==> config.mk <==
export PLATFORM = sky130hd
export DESIGN_NAME = alu_issue_sched_flat
export DESIGN_NICKNAME = d
export VERILOG_FILES = /design/src/rtl/alu_issue_sched_if.sv /design/src/rtl/alu_issue_sched.sv /design/src/flat_wrapper.sv
export SDC_FILE = /design/constraint.sdc
export NUM_CORES = 1
export LEC_CHECK = 0
export BUFFER_PORTS_ARGS = -buffer_cell sky130_fd_sc_hd__buf_2
export CELL_PAD_IN_SITES_DETAIL_PLACEMENT = 0
export CELL_PAD_IN_SITES_GLOBAL_PLACEMENT = 1
export CORE_ASPECT_RATIO = 1.4
export CORE_MARGIN = 2
export CORE_UTILIZATION = 42
export CTS_CLUSTER_DIAMETER = 120
export DETAILED_ROUTE_END_ITERATION = 8
export PLACE_DENSITY_LB_ADDON = 0.08
export SLEW_MARGIN = 20
export SYNTH_ARGS = -nofsm -noshare
export SYNTH_HDL_FRONTEND = slang
export SYNTH_SLANG_ARGS = --single-unit
==> constraint.sdc <==
create_clock -name clk -period 12.9 [get_ports clk]
set_input_delay 0 -clock clk [delete_from_list [all_inputs] [get_ports clk]]
set_output_delay 0 -clock clk [all_outputs]
set_load 0.01 [all_outputs]
==> src/rtl/alu_issue_sched_if.sv <==
// -----------------------------------------------------------------------------
// types package + alu_issue_sched_if
//
// Purpose:
//   Holds the ALU operation encoding shared by the scheduler, its ALU and the
//   reservation stations. Also defines the request/CDB bundle between the
//   reservation stations and the issue scheduler.
//
// Interface signals (NUM_REQ ports, TAG_W tag bits):
//   req_valid [NUM_REQ]        port has an op with operands ready
//   req_op    [NUM_REQ]        ALU operation (types::alu_op_t)
//   req_a     [NUM_REQ] x 32   operand A
//   req_b     [NUM_REQ] x 32   operand B
//   req_tag   [NUM_REQ] x TAG_W destination tag
//   req_grant [NUM_REQ]        one-hot grant; op consumed at this clock edge
//   cdb_valid                  result register holds a valid result
//   cdb_ready                  CDB accepts the result this cycle
//   cdb_tag   TAG_W            tag of the held result
//   cdb_data  32               ALU result
//
// Modports:
//   master : requester / CDB side (drives requests and cdb_ready)
//   slave  : scheduler side
// -----------------------------------------------------------------------------
package types;
    typedef enum logic [3:0] {
        ALU_ADD  = 4'd0,
        ALU_SUB  = 4'd1,
        ALU_AND  = 4'd2,
        ALU_OR   = 4'd3,
        ALU_XOR  = 4'd4,
        ALU_SLL  = 4'd5,
        ALU_SRL  = 4'd6,
        ALU_SRA  = 4'd7,
        ALU_SLT  = 4'd8,
        ALU_SLTU = 4'd9
    } alu_op_t;
endpackage

interface alu_issue_sched_if #(
    parameter int unsigned NUM_REQ = 4,
    parameter int unsigned TAG_W   = 6
);
    logic [NUM_REQ-1:0]                 req_valid;
    types::alu_op_t [NUM_REQ-1:0]       req_op;
    logic [NUM_REQ-1:0][31:0]           req_a;
    logic [NUM_REQ-1:0][31:0]           req_b;
    logic [NUM_REQ-1:0][TAG_W-1:0]      req_tag;
    logic [NUM_REQ-1:0]                 req_grant;
    logic                               cdb_valid;
    logic                               cdb_ready;
    logic [TAG_W-1:0]                   cdb_tag;
    logic [31:0]                        cdb_data;

    modport master (
        output req_valid, req_op, req_a, req_b, req_tag, cdb_ready,
        input  req_grant, cdb_valid, cdb_tag, cdb_data
    );

    modport slave (
        input  req_valid, req_op, req_a, req_b, req_tag, cdb_ready,
        output req_grant, cdb_valid, cdb_tag, cdb_data
    );
endinterface

==> src/rtl/alu_issue_sched.sv <==
// -----------------------------------------------------------------------------
// alu_issue_sched
//
// Purpose:
//   Round-robin issue scheduler for the shared integer ALU. Picks one ready
//   reservation-station port per cycle, runs its op through the ALU and
//   registers the result with its tag for the common data bus, honouring
//   valid/ready backpressure and pipeline flush.
//
// Ports:
//   clk        core clock
//   rst_n      asynchronous active-low reset
//   flush      synchronous pipeline flush; drops the held result, blocks grant
//   bus        alu_issue_sched_if.slave (requests, one-hot grant, CDB output)
//   perf_issue_cnt / perf_stall_cnt (32 each)
//              only when ALU_ISSUE_SCHED_PERF_EN is defined: grants issued and
//              cycles with a pending request blocked by a full, stalled CDB
//
// Configuration macro: ALU_ISSUE_SCHED_PERF_EN
// -----------------------------------------------------------------------------

// Combinational integer ALU. Undefined op codes produce zero.
module alu (
    input  types::alu_op_t op,
    input  logic [31:0]    a,
    input  logic [31:0]    b,
    output logic [31:0]    y
);
    always_comb begin
        y = '0;
        case (op)
            types::ALU_ADD:  y = a + b;
            types::ALU_SUB:  y = a - b;
            types::ALU_AND:  y = a & b;
            types::ALU_OR:   y = a | b;
            types::ALU_XOR:  y = a ^ b;
            types::ALU_SLL:  y = a << b[4:0];
            types::ALU_SRL:  y = a >> b[4:0];
            types::ALU_SRA:  y = $unsigned($signed(a) >>> b[4:0]);
            types::ALU_SLT:  y = {31'b0, $signed(a) < $signed(b)};
            types::ALU_SLTU: y = {31'b0, a < b};
            default:         y = '0;
        endcase
    end
endmodule

module alu_issue_sched #(
    parameter int unsigned NUM_REQ = 4,
    parameter int unsigned TAG_W   = 6
) (
    input  logic               clk,
    input  logic               rst_n,
    input  logic               flush,
    alu_issue_sched_if.slave   bus
`ifdef ALU_ISSUE_SCHED_PERF_EN
    ,
    output logic [31:0]        perf_issue_cnt,
    output logic [31:0]        perf_stall_cnt
`endif
);
    localparam int unsigned IDX_W = (NUM_REQ > 1) ? $clog2(NUM_REQ) : 1;

    typedef enum logic {
        EMPTY = 1'b0,
        FULL  = 1'b1
    } state_t;

    state_t             state;
    logic [IDX_W-1:0]   rr_ptr;
    logic [TAG_W-1:0]   res_tag;
    logic [31:0]        res_data;

    logic               can_issue;
    logic               found;
    logic [IDX_W-1:0]   sel;
    logic [NUM_REQ-1:0] grant;
    int unsigned        idx;

    types::alu_op_t     alu_op;
    logic [31:0]        alu_a;
    logic [31:0]        alu_b;
    logic [31:0]        alu_y;

    // A result slot is available when empty or being drained this cycle.
    assign can_issue = (state == EMPTY) || bus.cdb_ready;

    // Scan from rr_ptr upward with wrap; first valid port wins.
    always_comb begin
        found = 1'b0;
        sel   = '0;
        idx   = 0;
        grant = '0;
        if (rst_n && can_issue && !flush) begin
            for (int unsigned i = 0; i < NUM_REQ; i++) begin
                idx = 32'(rr_ptr) + i;
                if (idx >= NUM_REQ)
                    idx = idx - NUM_REQ;
                if (!found && bus.req_valid[idx[IDX_W-1:0]]) begin
                    found = 1'b1;
                    sel   = idx[IDX_W-1:0];
                end
            end
        end
        grant[sel] = found;
    end

    assign alu_op = bus.req_op[sel];
    assign alu_a  = bus.req_a[sel];
    assign alu_b  = bus.req_b[sel];

    alu u_alu (
        .op (alu_op),
        .a  (alu_a),
        .b  (alu_b),
        .y  (alu_y)
    );

    // Flush wins over both a new grant (already blocked above) and a drain.
    always_ff @(posedge clk or negedge rst_n) begin
        if (!rst_n) begin
            state    <= EMPTY;
            res_tag  <= '0;
            res_data <= '0;
            rr_ptr   <= '0;
        end else if (flush) begin
            state <= EMPTY;
        end else if (found) begin
            state    <= FULL;
            res_data <= alu_y;
            res_tag  <= bus.req_tag[sel];
            rr_ptr   <= (32'(sel) == NUM_REQ - 1) ? '0 : sel + 1'b1;
        end else if (bus.cdb_ready) begin
            state <= EMPTY;
        end
    end

    assign bus.req_grant = grant;
    assign bus.cdb_valid = (state == FULL);
    assign bus.cdb_tag   = res_tag;
    assign bus.cdb_data  = res_data;

`ifdef ALU_ISSUE_SCHED_PERF_EN
    always_ff @(posedge clk or negedge rst_n) begin
        if (!rst_n) begin
            perf_issue_cnt <= '0;
            perf_stall_cnt <= '0;
        end else begin
            if (found)
                perf_issue_cnt <= perf_issue_cnt + 32'd1;
            if ((|bus.req_valid) && !can_issue && !flush)
                perf_stall_cnt <= perf_stall_cnt + 32'd1;
        end
    end
`endif

endmodule

==> src/flat_wrapper.sv <==
// flat-port wrapper written by rule: the top's interface ports become plain ports
module alu_issue_sched_flat 
#(
    parameter int unsigned NUM_REQ = 4,
    parameter int unsigned TAG_W   = 6
)
  (clk, rst_n, flush, bus_req_valid, bus_req_op, bus_req_a, bus_req_b, bus_req_tag, bus_cdb_ready, bus_req_grant, bus_cdb_valid, bus_cdb_tag, bus_cdb_data);
  alu_issue_sched_if #(.NUM_REQ(NUM_REQ), .TAG_W(TAG_W)) bus_i ();
  input  logic clk;
  input  logic rst_n;
  input  logic flush;
  input wire logic [$bits(bus_i.req_valid)-1:0] bus_req_valid;
  input wire logic [$bits(bus_i.req_op)-1:0] bus_req_op;
  input wire logic [$bits(bus_i.req_a)-1:0] bus_req_a;
  input wire logic [$bits(bus_i.req_b)-1:0] bus_req_b;
  input wire logic [$bits(bus_i.req_tag)-1:0] bus_req_tag;
  input wire logic [$bits(bus_i.cdb_ready)-1:0] bus_cdb_ready;
  output wire logic [$bits(bus_i.req_grant)-1:0] bus_req_grant;
  output wire logic [$bits(bus_i.cdb_valid)-1:0] bus_cdb_valid;
  output wire logic [$bits(bus_i.cdb_tag)-1:0] bus_cdb_tag;
  output wire logic [$bits(bus_i.cdb_data)-1:0] bus_cdb_data;
  assign bus_i.req_valid = bus_req_valid;
  assign bus_i.req_op = bus_req_op;
  assign bus_i.req_a = bus_req_a;
  assign bus_i.req_b = bus_req_b;
  assign bus_i.req_tag = bus_req_tag;
  assign bus_i.cdb_ready = bus_cdb_ready;
  assign bus_req_grant = bus_i.req_grant;
  assign bus_cdb_valid = bus_i.cdb_valid;
  assign bus_cdb_tag = bus_i.cdb_tag;
  assign bus_cdb_data = bus_i.cdb_data;
  alu_issue_sched #(.NUM_REQ(NUM_REQ), .TAG_W(TAG_W)) u_core (.clk(clk), .rst_n(rst_n), .flush(flush), .bus(bus_i));
endmodule
* Yosys cells after proc, flatten, opt, wreduce, memory -nomap -nowiden
Cells that the tools add are included.
** Storage, ports and cells
- Input bits :: 304
- Output and inout bits :: 43
- Register bits after elaboration :: 41
- Logic and storage cells :: 103
** Operators by class
- Reduce and logical (&&, ||, !) cells :: 14
- Add/subtract/negate cells :: 10
- Equal/unequal tests :: 10
- Bitwise logic cells :: 6
- Mux-type cells :: 44
- Shift operators :: 3
- Magnitude comparators :: 12
** Operators by type and width (number)
- case mux 32 bit (10 select lines) :: 1
- binary-select mux 32 bit (select 2 bit) :: 2
- less-than comparator 32 bit :: 2
- two-way mux 32 bit :: 2
- adder 32 bit :: 1
- AND 32 bit :: 1
- OR 32 bit :: 1
- << shifter 32 x 5 -> 32 bit :: 1
- >> shifter 32 x 5 -> 32 bit :: 1
- >>> shifter 32 x 5 -> 32 bit :: 1
- subtractor 32 bit :: 1
- XOR 32 bit :: 1
- two-way mux 2 bit :: 14
- == test 4 x 3 -> 1 bit, second input constant :: 4
- two-way mux 1 bit :: 16
- less-than comparator 2 x 3 -> 1 bit, second input constant :: 5
- binary-select mux 6 bit (select 2 bit) :: 1
- >= comparator 3 bit, second input constant :: 3
- binary-select mux 1 bit (select 2 bit) :: 4
- binary-select mux 4 bit (select 2 bit) :: 1
- == test 4 x 2 -> 1 bit, second input constant :: 2
- == test 4 bit, second input constant :: 2
- subtractor 2 x 1 -> 2 bit, second input constant :: 4
- adder 2 x 2 -> 3 bit, second input constant :: 2
- other kinds (17) :: 26

* Depth between registers and ports, before layout
- Depth in word-level cells :: 26
- Gate-level depth with buffers :: 24
- Depth with buffers taken out :: 20

* Modules after synthesis
A second synthesis with hierarchy kept.
** Second synthesis, totals
- Cells, all modules :: 1547
- Area total of the unflattened synthesis :: 12203.0 µm²
** Modules (own cells, without submodules)
- alu :: area each 8052.7 µm², cells an instance 1180, seq. area each 0.0 µm², instances 1
- alu_issue_sched :: area each 4150.2 µm², cells an instance 367, seq. area each 1026.0 µm², instances 1

* Worst setup path before layout
Ideal clock, no wire load.
- Path kind :: flip-flop to flip-flop
- Start point :: register u_core.state, in the netlist u_core.bus.cdb_valid
- End point :: register u_core.res_data[27], in the netlist u_core.bus.cdb_data[27]
- Arrival :: 5.879 ns
- Setup time :: 0.129 ns
- Required time :: 12.771 ns
- Buffers on the path :: 3
- Stages on the path, launching flop included :: 22
- Setup slack :: 6.892 ns
- Period minus slack after synthesis :: 6.008 ns
- Cell sequence :: dfrtp_1 nor2b_1 or3_1 nor4_4 mux2i_1 mux2i_2 inv_2 clkbuf_1 buf_1 clkbuf_1 ha_1 or2_2 o221ai_1 a211oi_1 a2111oi_0 nand2_1 a311o_1 a211oi_1 o21ai_0 nor4b_1 o41ai_1 o41a_1
** Between the ends
- Longest elaborated chain between the ends :: 9
- Elaborated cells on any way between the ends :: 32
- Those cells by class :: add/sub: 2; eq/ne: 9; shift: 3; mux: 9; bitwise: 4; reduce/logical: 5
** RTL lines
- start, declared :: RTL line alu_issue_sched.sv:68 : state_t state;
- start signal, assigned :: RTL line alu_issue_sched.sv:121 : state <= EMPTY;
- start signal, assigned :: RTL line alu_issue_sched.sv:126 : state <= EMPTY;
- start signal, assigned :: RTL line alu_issue_sched.sv:128 : state <= FULL;
- NOT 1 bit * :: RTL line alu_issue_sched.sv:85 : assign can_issue = (state == EMPTY) || bus.cdb_ready;
- logical OR 1 bit * :: RTL line alu_issue_sched.sv:85
- logical AND 1 bit * (2 in series) :: RTL line alu_issue_sched.sv:93 : if (rst_n && can_issue && !flush) begin
- two-way mux 2 bit :: RTL line alu_issue_sched.sv:93
- binary-select mux 32 bit (select 2 bit), or another cell as far along :: RTL line alu_issue_sched.sv:108 : assign alu_a = bus.req_a[sel];
- two-way mux 32 bit (implied by the code), or another cell as far along :: RTL line alu_issue_sched.sv:108
- subtractor 32 bit, or another cell as far along :: RTL line alu_issue_sched.sv:33 : types::ALU_SUB: y = a - b;
- case mux 32 bit (10 select lines) :: RTL line alu_issue_sched.sv:31 : case (op)
- end signal, assigned :: RTL line alu_issue_sched.sv:129 : res_data <= alu_y;
- end, declared :: RTL line alu_issue_sched.sv:71 : logic [31:0] res_data;
Mark *: on every way between the ends. The rest lies on a longest branch, timed or not. The select of a mux whose other input is x is not followed.
A chain may end at the register's enable or synchronous reset.

* Worst setup path after layout
- Start point :: input rst_n
- End point :: register u_core.res_data[30], in the netlist u_core.bus.cdb_data[30]
** Between the ends
- Longest elaborated chain between the ends :: 7
- Elaborated cells on any way between the ends :: 30
- Those cells by class :: add/sub: 2; eq/ne: 9; shift: 3; mux: 9; bitwise: 3; reduce/logical: 4
** RTL lines
- start, declared :: RTL line flat_wrapper.sv:10 : input logic rst_n;
- logical AND 1 bit * (2 in series) :: RTL line alu_issue_sched.sv:93
- two-way mux 2 bit :: RTL line alu_issue_sched.sv:93
- binary-select mux 32 bit (select 2 bit), or another cell as far along :: RTL line alu_issue_sched.sv:108
- two-way mux 32 bit (implied by the code), or another cell as far along :: RTL line alu_issue_sched.sv:108
- subtractor 32 bit, or another cell as far along :: RTL line alu_issue_sched.sv:33
- case mux 32 bit (10 select lines) :: RTL line alu_issue_sched.sv:31
Marked as above.

==> impl_metrics.py <==
metrics = {
    "outcome": {
        "status": "finished, final reports clean",
    },
    "yosys": {
        "syn_avg_cell_area_sq_um": 7.01,
        "synthArstFlopShare": 1.00,
        "synth_warnings": 0,
        "ys_types": 81,
        "yosys-mux-area-fraction": 0.213,
        "netlist_instances": 1843,
        "synth_edf_count": 0,
        "seq_area_frac_synth": 0.0795,
        "synth_fa_ha_area_frac": 0.104,
        "synth_nets": 2253,
        "ys_ff_latch": 41,
        "synth_top_family_by_area": "compound AO/OA/AOI/OAI gates",
        "synth_compound_area_frac": 0.276,
        "ys.flop_type": "dfrtp_1",
        "yosys.area_share.xor_xnor": 0.0197,
        "yosys.area_share.simple": 0.230,
        "syn_area_sq_um": 12900,
    },
    "die": {
        "rows": 76,
        "fp.dieW_um": 152,
        "core_sq_um": 30500,
        "die_h_um": 211,
        "start_util": 0.423,
        "dieArea_sq_um": 32200,
        "ios": 347,
    },
    "clock_tree": {
        "clock-root-buffer": "clkbuf_16",
        "tritoncts": "built",
        "numCtsBuffers": 5,
        "clkLatencyLatePin_ps": 300,
        "cts_hold_buf": 3,
        "clkSinkCount": 41,
        "path_clk_slew_ps": 70,
        "cts_resized": 0,
        "cts_max_path_buffers": 2,
        "post_cts_buffers": 0,
        "h-tree-depth": 2,
    },
    "sta": {
        "slew_headroom": 0.164,
        "clock_skew_ps": 8.21,
        "hold_violations": 0,
        "setup_ws_ps": 4480,
        "setup_viol": 0,
        "max_clock_freq_mhz": 119,
        "post-route-period-util": 0.653,
        "rsz0062_at_grt": "false",
        "tns_ps": 0,
        "worst_slew_pin_slew_ps": 1240,
        "fin_crit_ps": 8420,
        "slew_viol_final": 0,
    },
    "worst_hold_path": {
        "min_path_cells": 5,
        "hp-class": "in -> reg",
    },
    "cells_and_area": {
        "area_growth_pct": 16.7,
        "fin_area_sq_um": 15100,
        "drive_gt1_frac": 0.224,
        "layout_commonest_cell": "buf_2",
        "final_cell_mix": "346 x buf_2, 259 x nand2_1, 215 x mux2i_1",
        "nets": 2509,
        "final_core_util": 0.494,
    },
    "placed_design": {
        "placed_area_sq_um": 14900,
        "io_buffers": 346,
        "place_hpwl_mm": 48.6,
        "post-place-ws_ps": 4800,
        "gp_congestion": 1.03,
    },
    "power_and_ir_drop": {
        "powerDensity_nw_per_um2": 108,
        "peakVddDrop_uv": 46.7,
        "leakage_nw": 7.07,
    },
    "drt": {
        "met1_length_mm": 24.5,
        "wl_per_cell_um": 24.9,
        "routed_wl_mm": 62.0,
        "firstDrtPassIters": 6,
        "drtAntennaViolNets": 0,
        "topRoutingLayerUsed": "met4",
        "viasPerCell": 6.39,
        "wl_met3_mm": 5.57,
        "drc_errors": 0,
        "vias": 15900,
        "drt_iter0_drc": 1591,
        "wl_met2_mm": 27.9,
    },
    "critical_path": {
        "path_class": "in -> reg",
        "cp_max_fo": 141,
        "reg2reg_depth": 21,
        "crit_path_start_kind": "primary input",
        "worstSetupEndpointType": "flip-flop",
        "required_ps": 13120,
        "arrival_ps": 8640,
    },
    "global_route": {
        "grt.total_usage": 0.371,
        "antenna_found_initial": 1,
        "grt_overflow": 0,
        "grt_max_degree": 142,
        "grt_pass1_vias": 15400,
        "grt_pass1_wl_mm": 93.2,
    },
    "run": {
        "cap_violations": 0,
    },
}
==> cells in the mapped netlist, types with 7 or more instances <==
master,count,area [sq um]
buf_1,18,67.6
a221o_1,9,90.1
nor4_1,9,56.3
o41ai_1,7,61.3
a31oi_1,24,150
nor3_1,34,170
o21bai_1,15,113
nand3_1,91,455
a22o_1,7,61.3
a21o_1,12,90.1
or3_1,10,62.6
a31o_2,8,70.1
ha_1,104,1300
o211ai_1,38,285
o21a_1,8,60.1
o311ai_0,8,70.1
nand2_1,259,972
inv_2,7,26.3
mux2_2,43,484
buf_2,32,160
o21ai_0,94,470
a21oi_1,96,480
o221ai_1,11,96.3
and3_1,14,87.6
a221oi_1,25,219
o2111ai_1,10,87.6
nor2_1,137,514
a32oi_1,8,70.1
xnor2_1,24,210
clkbuf_1,75,282
a211o_1,8,70.1
a22oi_1,19,143
o31ai_1,11,82.6
dfrtp_1,41,1030
inv_1,96,360
nand2b_1,21,131
a222oi_1,8,80.1
mux2i_1,215,2150
o22ai_1,19,119
and2_1,35,219
a211oi_1,18,135
==> logic make-up (layout without fill, tap and decap cells) <==
logic type	count (synthesis)	after routing
and+or+nand+nor	648	648
AOI/OAI and AO/OA	515	515
other	0	1
DFF	41	41
adders and majority gates	106	106
muxes	264	264
buffers and inverters	240	497
xor gates and xnor gates	29	29
==> metrics by stage <==
step	hold slack [ps]	power (mW)	std cells
after floorplan	-296	1.02	1843
after global placement	118	1.44	2479
after detailed placement	124	1.44	2479
after CTS	58.9	1.59	2490
after global routing	84.1	1.72	2490
final	60.5	1.63	2491
==> state kept, by name (all words and copies together) (netlist names) <==
name / count
u_core.bus.cdb_tag: 6
u_core.bus.cdb_data: 32
u_core.bus.cdb_valid: 1
u_core.rr_ptr: 2
==> final timing paths <==
| kind | startpoint | slack, ps | endpoint |
|---|---|---|---|
| max in group asynchronous | rst_n | 12150 | u_core.bus.cdb_data[21] |
| max | rst_n | 4480 | u_core.bus.cdb_data[30] |
| min in group asynchronous | rst_n | 300 | u_core.bus.cdb_tag[5] |
| min | bus_req_tag[2] | 60 | u_core.bus.cdb_tag[2] |
| min reg2reg | u_core.bus.cdb_tag[3] | 500 | u_core.bus.cdb_tag[3] |
| max reg2reg | u_core.bus.cdb_valid | 4940 | u_core.bus.cdb_data[30] |
==> layer usage <==
layer	up-vias	GRT usage
met5	-	0
met4	0	0.205
met1	7465	0.465
met2	966	0.612
met3	203	0.0561
li1	7295	-
==> worst max-delay path, stage by stage <==
cell           delay (ps)
dlygate4sd3_1         520
buf_2                  90
buf_4                 480
nand2b_1              200
or3_2                 790
nor4_4                430
buf_12                590
mux2i_1               350
mux2i_4                90
buf_4                 320
inv_2                 120
buf_4                 620
fa_1                  330
nand2b_1              150
a221oi_1              110
o41ai_1               510
a21boi_0              390
a21bo_2               330
a2111oi_0             780
o21ai_0               320
a221o_1               460
a211oi_1              250
o21ai_0               140
a41oi_1               200
==> where the power goes <==
part / switching [mW] / total, mW / leakage [nW] / internal [mW]
Clock: 0.0614 / 0.144 / 0.0799 / 0.0823
Combinational: 0.853 / 1.32 / 6.44 / 0.466
Sequential: 0.0201 / 0.168 / 0.550 / 0.148
Total: 0.934 / 1.63 / 7.07 / 0.697
==> final cells by class <==
type	count	area, sq um
clock buffers	7	153
multi-input cells	1562	11000
inverters	105	397
clock inverters	1	5.00
well taps	390	488
fillers	3172	15500
flip-flops and latches	41	1030
diodes	1	2.50
repair buffers	384	2040
No activity file was read; power rests on OpenSTA's default activity.
